## src/rtl/keypad_scan.sv

```systemverilog
// rtl/keypad_scan.sv - 4x4 keypad scanner with debounce and hex-entry shift register
// Optional auto-repeat of a held key when KEYPAD_REPEAT_EN is defined.
module keypad_scan #(
    parameter int SCAN_MAX     = 99999,
    parameter int DEBOUNCE_CNT = 4,
    parameter int REPEAT_TICKS = 250
) (
    input  logic        clk,
    input  logic        rst_n,
    input  logic        clr,
    input  logic [3:0]  col,
    output logic [3:0]  row,
    output logic [3:0]  key_code,
    output logic        key_valid,
    output logic [15:0] value
);

    localparam int PW = (SCAN_MAX > 0) ? $clog2(SCAN_MAX + 1) : 1;
    localparam int CW = (DEBOUNCE_CNT > 0) ? $clog2(DEBOUNCE_CNT + 1) : 1;

    if (SCAN_MAX < 0 || DEBOUNCE_CNT < 1 || REPEAT_TICKS < 1) begin : g_bad_params
        $error("keypad_scan: SCAN_MAX >= 0, DEBOUNCE_CNT >= 1 and REPEAT_TICKS >= 1 required");
    end

    typedef enum logic [1:0] {S_SCAN, S_DEBOUNCE, S_RELEASE} state_t;

    state_t          state_q, state_d;
    logic [PW-1:0]   presc_q, presc_d;
    logic [1:0]      idx_q, idx_d;
    logic [CW-1:0]   cnt_q, cnt_d, cnt_inc;
    logic [3:0]      pat_q, pat_d;
    logic [3:0]      col_s1_q, col_s2_q;
    logic [3:0]      key_code_q, key_code_d;
    logic            key_valid_q, key_valid_d;
    logic [15:0]     value_q, value_d;
    logic            tick, accept, emit;
    logic [3:0]      col_s;

    function automatic logic one_low(input logic [3:0] p);
        return (p == 4'b0111) || (p == 4'b1011) || (p == 4'b1101) || (p == 4'b1110);
    endfunction

    // col[3] is column 0, col[0] is column 3
    function automatic logic [1:0] col_idx(input logic [3:0] p);
        case (p)
            4'b0111: return 2'd0;
            4'b1011: return 2'd1;
            4'b1101: return 2'd2;
            default: return 2'd3;
        endcase
    endfunction

    assign col_s   = col_s2_q;
    assign tick    = (presc_q == PW'(SCAN_MAX));
    assign presc_d = tick ? '0 : presc_q + PW'(1);
    assign cnt_inc = cnt_q + CW'(1);

    always_ff @(posedge clk) begin
        if (!rst_n) begin
            state_q     <= S_SCAN;
            presc_q     <= '0;
            idx_q       <= 2'd0;
            cnt_q       <= '0;
            pat_q       <= 4'hF;
            col_s1_q    <= 4'hF;
            col_s2_q    <= 4'hF;
            key_code_q  <= 4'h0;
            key_valid_q <= 1'b0;
            value_q     <= 16'h0000;
        end else begin
            state_q     <= state_d;
            presc_q     <= presc_d;
            idx_q       <= idx_d;
            cnt_q       <= cnt_d;
            pat_q       <= pat_d;
            col_s1_q    <= col;
            col_s2_q    <= col_s1_q;
            key_code_q  <= key_code_d;
            key_valid_q <= key_valid_d;
            value_q     <= value_d;
        end
    end

    always_comb begin
        state_d = state_q;
        idx_d   = idx_q;
        cnt_d   = cnt_q;
        pat_d   = pat_q;
        accept  = 1'b0;
        if (tick) begin
            case (state_q)
                S_SCAN: begin
                    if (one_low(col_s)) begin
                        pat_d   = col_s;
                        cnt_d   = '0;
                        state_d = S_DEBOUNCE;
                    end else begin
                        idx_d = idx_q + 2'd1;
                    end
                end
                S_DEBOUNCE: begin
                    if (col_s == pat_q) begin
                        if (cnt_inc == CW'(DEBOUNCE_CNT)) begin
                            accept  = 1'b1;
                            cnt_d   = '0;
                            state_d = S_RELEASE;
                        end else begin
                            cnt_d = cnt_inc;
                        end
                    end else begin
                        cnt_d   = '0;
                        state_d = S_SCAN;
                    end
                end
                S_RELEASE: begin
                    if (col_s == 4'hF) begin
                        if (cnt_inc == CW'(DEBOUNCE_CNT)) begin
                            cnt_d   = '0;
                            state_d = S_SCAN;
                        end else begin
                            cnt_d = cnt_inc;
                        end
                    end else begin
                        cnt_d = '0;
                    end
                end
                default: state_d = S_SCAN;
            endcase
        end
    end

`ifdef KEYPAD_REPEAT_EN
    localparam int RW = $clog2(REPEAT_TICKS + 1);

    logic [RW-1:0] rep_q, rep_d, rep_inc;
    logic          rep_fire;

    assign rep_inc = rep_q + RW'(1);

    always_ff @(posedge clk) begin
        if (!rst_n) begin
            rep_q <= '0;
        end else begin
            rep_q <= rep_d;
        end
    end

    // Repeat interval restarts at acceptance and whenever the held pattern drops
    always_comb begin
        rep_d    = rep_q;
        rep_fire = 1'b0;
        if (tick) begin
            if (accept) begin
                rep_d = '0;
            end else if (state_q == S_RELEASE && col_s == pat_q) begin
                if (rep_inc == RW'(REPEAT_TICKS)) begin
                    rep_fire = 1'b1;
                    rep_d    = '0;
                end else begin
                    rep_d = rep_inc;
                end
            end else begin
                rep_d = '0;
            end
        end
    end

    assign emit = accept | rep_fire;
`else
    assign emit = accept;
`endif

    always_comb begin
        row         = ~(4'b1000 >> idx_q);
        key_valid_d = emit;
        key_code_d  = emit ? {idx_q, col_idx(pat_q)} : key_code_q;
        if (clr) begin
            value_d = 16'h0000;
        end else if (emit) begin
            value_d = {value_q[11:0], idx_q, col_idx(pat_q)};
        end else begin
            value_d = value_q;
        end
    end

    assign key_code  = key_code_q;
    assign key_valid = key_valid_q;
    assign value     = value_q;

endmodule
```

## config.mk

```make
export PLATFORM = sky130hd
export DESIGN_NAME = keypad_scan
export DESIGN_NICKNAME = d
export VERILOG_FILES = /design/src/rtl/keypad_scan.sv
export SDC_FILE = /design/constraint.sdc
export NUM_CORES = 1
export LEC_CHECK = 0
export CORE_UTILIZATION = 47
export CTS_BUF_LIST = sky130_fd_sc_hd__clkbuf_2 sky130_fd_sc_hd__clkbuf_4 sky130_fd_sc_hd__clkbuf_8
export DETAILED_ROUTE_END_ITERATION = 8
export PLACE_DENSITY = 0.72
export SKIP_CTS_REPAIR_TIMING = 1
export SLEW_MARGIN = 10
export SYNTH_ARGS = -nofsm -noshare
export SYNTH_HDL_FRONTEND = slang
export SYNTH_SLANG_ARGS = --single-unit
export TNS_END_PERCENT = 5
```

## constraint.sdc

```tcl
create_clock -name clk -period 2.3 [get_ports clk]
set_input_delay 0.46 -clock clk [delete_from_list [all_inputs] [get_ports clk]]
set_output_delay 0.46 -clock clk [all_outputs]
set_load 0.02 [all_outputs]
```

==> out/qor.yml, run 1 <==
setup.worst_path.class: "flop to output pin"
syn_nets: 297
grt_pass1_wl_um: 7200
layout_common_cells: "dfxtp_1 (57), nand2_1 (44), clkdlybuf4s50_1 (31), nor2_1 (19), a21oi_1 (17)"
pwr-share-comb: 0.030
dieArea_um2: 5690
synth_area_um2: 2530
area.growth.synth_to_final_pct: 21.6
report.final.slew_viol_count: 0
synth_top_area_cell: "dfxtp_1"
async_flop_share: 0
cts_sinks: 57
synth_cell_type_count: 43
synth_area_leaders: "dfxtp_1 (45%), nand2_1 (6.5%), xor2_1 (5.5%)"
p_leak_uw: 0.00121
p_clk_frac: 0.443
antenna_found_initial: 0
setup_violations: 0
irDropWorstVdd_uv: 458
p_per_area_nw_per_um2: 621
p_int_uw: 1510
drive_gt1_frac: 0.0828
layout_commonest_cell: "dfxtp_1"
ys_seq_elements: 57
clk_pin_slew_ns: 0.06
skew_ns: 0.0128
clockRootBuffer: "clkbuf_8"
crit_fanout: 5
die_w_um: 75.4
multi_input_area_um2: 1280
netlist_instances: 279
cp.arrival_ns: 1.67
design.core.area_um2: 5140
worst_pin_slew_ns: 0.588
htreeDepth: 3
avgSynthCellArea_um2: 9.09
cpPeakStageDelay_ns: 0.59
swShare: 0.212
reg2reg_slack_ns: 0.27
grtUsageTotal: 0.174
r2r_cells: 7
cp_slowest_cell: "clkdlybuf4s50_1"
io_pins: 32
max_cap_violations: 0
yosysWarnings: 0
post_drt_wl_per_cell_um: 11.8
portBuffers: 31
routed_via_density: 5.04
worst_setup_path_start_kind: "flop"
critical_path_required_ns: 1.84
power_switching_uw: 407
start_util: 0.493
synth_edf_count: 0
firstDrtPassIters: 5
cp_cell_sequence: "inv_1 -> ha_1 -> inv_1 -> clkdlybuf4s50_1"
min_path_type: "flop to flop"
drc: 0
vias: 1937
layout_min_cycle_time_ns: 2.13
num-fill-cells: 486
holdPathStages: 1
ys_seq_area_frac: 0.450
row_count: 26
rsz0062_at_grt: "false"
drt_iter0_drc: 102
synth_top_area_share: 0.450
n_antenna_cell: 0
ant_nets: 0
fin_crit_sh: 0.924
regArea_um2: 1140
wirelength_um: 4550
pwr-share-seq: 0.527
path_common_cell: "inv_1"
slew_headroom: 0.608
grt_pass1_vias: 1599
die_h_um: 75.4
overflow: 0
finalHoldViolations: 0
fin_setup_tns_ns: 0
synthFlopType: "dfxtp_1"
hold_ws_ns: 0.404
cts_buffers: 9
grt_max_degree: 26
insertion_delay_ns: 0.33
gp_congestion: 0.753
status: "finished, final reports clean"
max_freq_mhz: 471
dp_hpwl_um: 3190
endpoint_kind: "output pin"
cts_tree: "built"
cts_buffer_depth: 2
fin_nets: 328
area by class of cell:
cell class	count	share of cell area
inverters	12	0.0146
clock buffers	13	0.0560
repair buffers	35	0.110
clock inverters	2	0.00406
well taps	70	0.0284
flip-flops and latches	57	0.370
multi-input cells	195	0.416
state kept, by name (all words and copies together), names as in the netlist:
register	flops
key_valid	1
pat_q	4
col_s1_q	4
state_q	2
key_code	4
presc_q	17
col_s	4
value	16
idx_q	2
cnt_q	3
worst paths after layout:
check / to / start
setup / recovery: row[1] / idx_q[0]
hold / removal: col_s[1] / col_s1_q[1]
setup reg to reg: value[4] / presc_q[0]
hold reg to reg: col_s[1] / col_s1_q[1]
critical path: cells and delay by family (launching register included):
kind       cells  cell delay, ns
fa+ha+maj      1            0.20
buf+inv        3            0.73
flops          1            0.42
per-layer routing:
metal | GRT usage | up-vias | part of all wire
met5 | 0 | - | 0
met4 | 0.101 | 0 | 0.027
met3 | 0.0556 | 12 | 0.035
met2 | 0.253 | 43 | 0.43
met1 | 0.227 | 880 | 0.50
li1 | - | 1002 | -
cell families (layout without fill, tap and decap cells):
group,count (synthesis),after routing,share of synthesized area
AND/OR/NAND/NOR,119,119,0.254
multiplexers,2,2,0.00790
buffers and inverters,27,62,0.0459
flip-flops,57,57,0.450
AO/OA/AOI/OAI,38,38,0.101
XOR/XNOR,25,25,0.0864
adder cells (fa/ha/maj),11,11,0.0543
power by group through the flow:
stage | registers [uW] | clock network (uW) | logic (uW)
2_1_floorplan | 1030 | 0 | 44.3
3_3_place_gp | 1030 | 0 | 57.4
3_5_place_dp | 1030 | 0 | 58.5
4_1_cts | 1010 | 868 | 58.4
5_1_grt | 1010 | 911 | 64.7
6_report | 1010 | 848 | 57.8
Yosys cell counts (all sizes together) (3+ instances only):
cell    count
dfxtp      57
buf         7
nand2b      9
nand3       9
xor2       16
o22ai       3
and3        4
clkbuf      8
nand2      44
xnor2       9
nor3b       3
inv        12
nor2       19
nor2b       3
a21oi      17
a211o       3
ha         11
and2        6
nand4       8
and4        5
metrics by stage:
step | std cells | area [um^2] | utilization | total power (uW) | worst slack (ns)
global placement | 369 | 2900 | 0.564 | 1090 | 0.326
detailed placement | 369 | 2900 | 0.564 | 1090 | 0.258
global route | 384 | 3080 | 0.600 | 1990 | 0.0890
CTS | 384 | 3080 | 0.600 | 1940 | 0.162
finish | 384 | 3080 | 0.600 | 1920 | 0.175
floorplan | 279 | 2530 | - | 1070 | 0.346
Power figures use the tool's default switching activity.
==> run 2: changes to the inputs <==
- CORE_UTILIZATION: 47 -> 40
- PLACE_DENSITY: 0.72 -> 0.64
==> out/qor.yml, run 2 (same netlist as run 1, synthesis figures left out) <==
top_register: "presc_q"
cts_buffers: 9  # unchanged
insertion_delay_ns: 0.33  # about the same
path_buf_inv: 3  # unchanged
cpPeakStageDelay_ns: 0.59  # about the same
cts_buffer_depth: 2  # unchanged
finalHoldViolations: 0  # unchanged
path_common_cell: "inv_1"
largest_register_ffs: 17  # unchanged
crit_family: "buffers and inverters"
drive_gt1_frac: 0.0857  # +0.00291
clockRootBuffer: "clkbuf_8"
ant_nets: 0  # unchanged
p_per_area_nw_per_um2: 640  # +2.9%
routed_via_density: 4.84  # -4.1%
num-fill-cells: 548  # +13%
die_h_um: 81.6  # +8.2%
cp_cell_sequence: "inv_1 -> ha_1 -> inv_1 -> clkdlybuf4s50_1"
worst_setup_path_start_kind: "flop"
layout_commonest_cell: "dfxtp_1"
cts_sinks: 57  # unchanged
dp_hpwl_um: 3170  # -0.51%
die_w_um: 81.6  # +8.2%
hold_ws_ns: 0.412  # +0.00771 ns
irDropWorstVdd_uv: 409  # -11%
setup.worst_path.class: "flop to output pin"
critical_path_required_ns: 1.84  # about the same
report.final.slew_viol_count: 0  # unchanged
fin_crit_sh: 0.920  # -0.00395
status: "finished, final reports clean"
htreeDepth: 3  # unchanged
layout_min_cycle_time_ns: 2.12  # -0.00907 ns
max_freq_mhz: 473  # +0.43%
grt_pass1_wl_um: 7650  # +6.2%
cp_slowest_cell: "clkdlybuf4s50_1"
io_pins: 32  # unchanged
cp.arrival_ns: 1.66  # about the same
row_count: 28  # +7.7%
worst_pin_slew_ns: 0.601  # +0.0130 ns
antenna_found_initial: 0  # unchanged
wirelength_um: 4600  # +1.1%
clk_pin_slew_ns: 0.06  # about the same
drt_iter0_drc: 62  # -39%
start_util: 0.421  # -0.0725
design.core.area_um2: 6030  # +17%
n_antenna_cell: 0  # unchanged
p_leak_uw: 0.00121  # +0.54%
grt_pass1_vias: 1686  # +5.4%
setup_violations: 0  # unchanged
fin_setup_tns_ns: 0  # unchanged
vias: 1887  # -2.6%
firstDrtPassIters: 6  # +1
drc: 0  # unchanged
cts_tree: "built"
layout_common_cells: "dfxtp_1 (57), nand2_1 (44), clkdlybuf4s50_1 (31), nor2_1 (19), a21oi_1 (17)"
fin_nets: 328  # unchanged
area.growth.synth_to_final_pct: 23.0
grt_max_degree: 25  # -3.8%
slew_headroom: 0.600  # -0.00870
post_drt_wl_per_cell_um: 11.8  # -0.50%
overflow: 0  # unchanged
max_cap_violations: 0  # unchanged
endpoint_kind: "output pin"
skew_ns: 0.00861  # -0.00421 ns
crit_fanout: 5  # unchanged
portBuffers: 31  # unchanged
gp_congestion: 0.792  # +5.2%
dieArea_um2: 6660  # +17%
min_path_type: "flop to flop"
grtUsageTotal: 0.154  # -0.0198
rsz0062_at_grt: "false"
[run 2: cell types whose count changed in the layout (fill, tap and decap cells not counted), sizes merged]
| cell | before | now |
|---|---|---|
| bufinv | 0 | 1 |
| clkbuf | 13 | 11 |
| clkinv | 1 | 2 |
| clkinvlp | 1 | 2 |
[run 2: routing by layer]
metal / routed length (um) / up-vias / GRT usage
met4: 108 / 0 / 0.0684
met2: 1980 / 40 / 0.233
met3: 217 / 9 / 0.0633
met1: 2290 / 837 / 0.192
met5: 0 / - / 0
li1: - / 1001 / -
[run 2: worst register-to-register path, cell delays in order, from the launching register on]
cell and delay [ns]:
dfxtp_1 0.39, ha_1 0.21, and4_1 0.25, nand4_4 0.15, nor4_2 0.44, buf_12 0.20, nand4_1 0.12, nor3b_1 0.16
[run 2: layout make-up]
cell class | count | area [um^2] | area share
flip-flops and latches | 57 | 1140 | 0.366
clock buffers | 11 | 145 | 0.0466
well taps | 75 | 93.8 | 0.0301
repair buffers | 35 | 353 | 0.113
multi-input cells | 195 | 1280 | 0.412
clock inverters | 5 | 55.1 | 0.0177
inverters | 12 | 45.0 | 0.0145
[run 2: metrics by stage]
stage / power (uW) / area [um^2] / worst slack, ns / instances / util
after global placement: 1090 / 2920 / 0.319 / 374 / 0.484
final: 1990 / 3120 / 0.184 / 390 / 0.517
after floorplan: 1070 / 2530 / 0.346 / 279 / -
after detailed placement: 1090 / 2920 / 0.240 / 374 / 0.484
after global routing: 2080 / 3120 / 0.0553 / 390 / 0.517
after CTS: 2020 / 3120 / 0.153 / 390 / 0.517
[run 2: final timing paths]
check        cells after the start        start  slack, ns       end
min                              1  col_s1_q[3]       0.41  col_s[3]
max reg2reg                      7   presc_q[0]       0.24  value[1]
max                              4     idx_q[0]       0.18    row[3]
min reg2reg                      1  col_s1_q[3]       0.41  col_s[3]
[run 2: power by group]
group / switching (uW) / internal, uW
Combinational: 30.4 / 27.1
Sequential: 11.7 / 998
Clock: 389 / 537
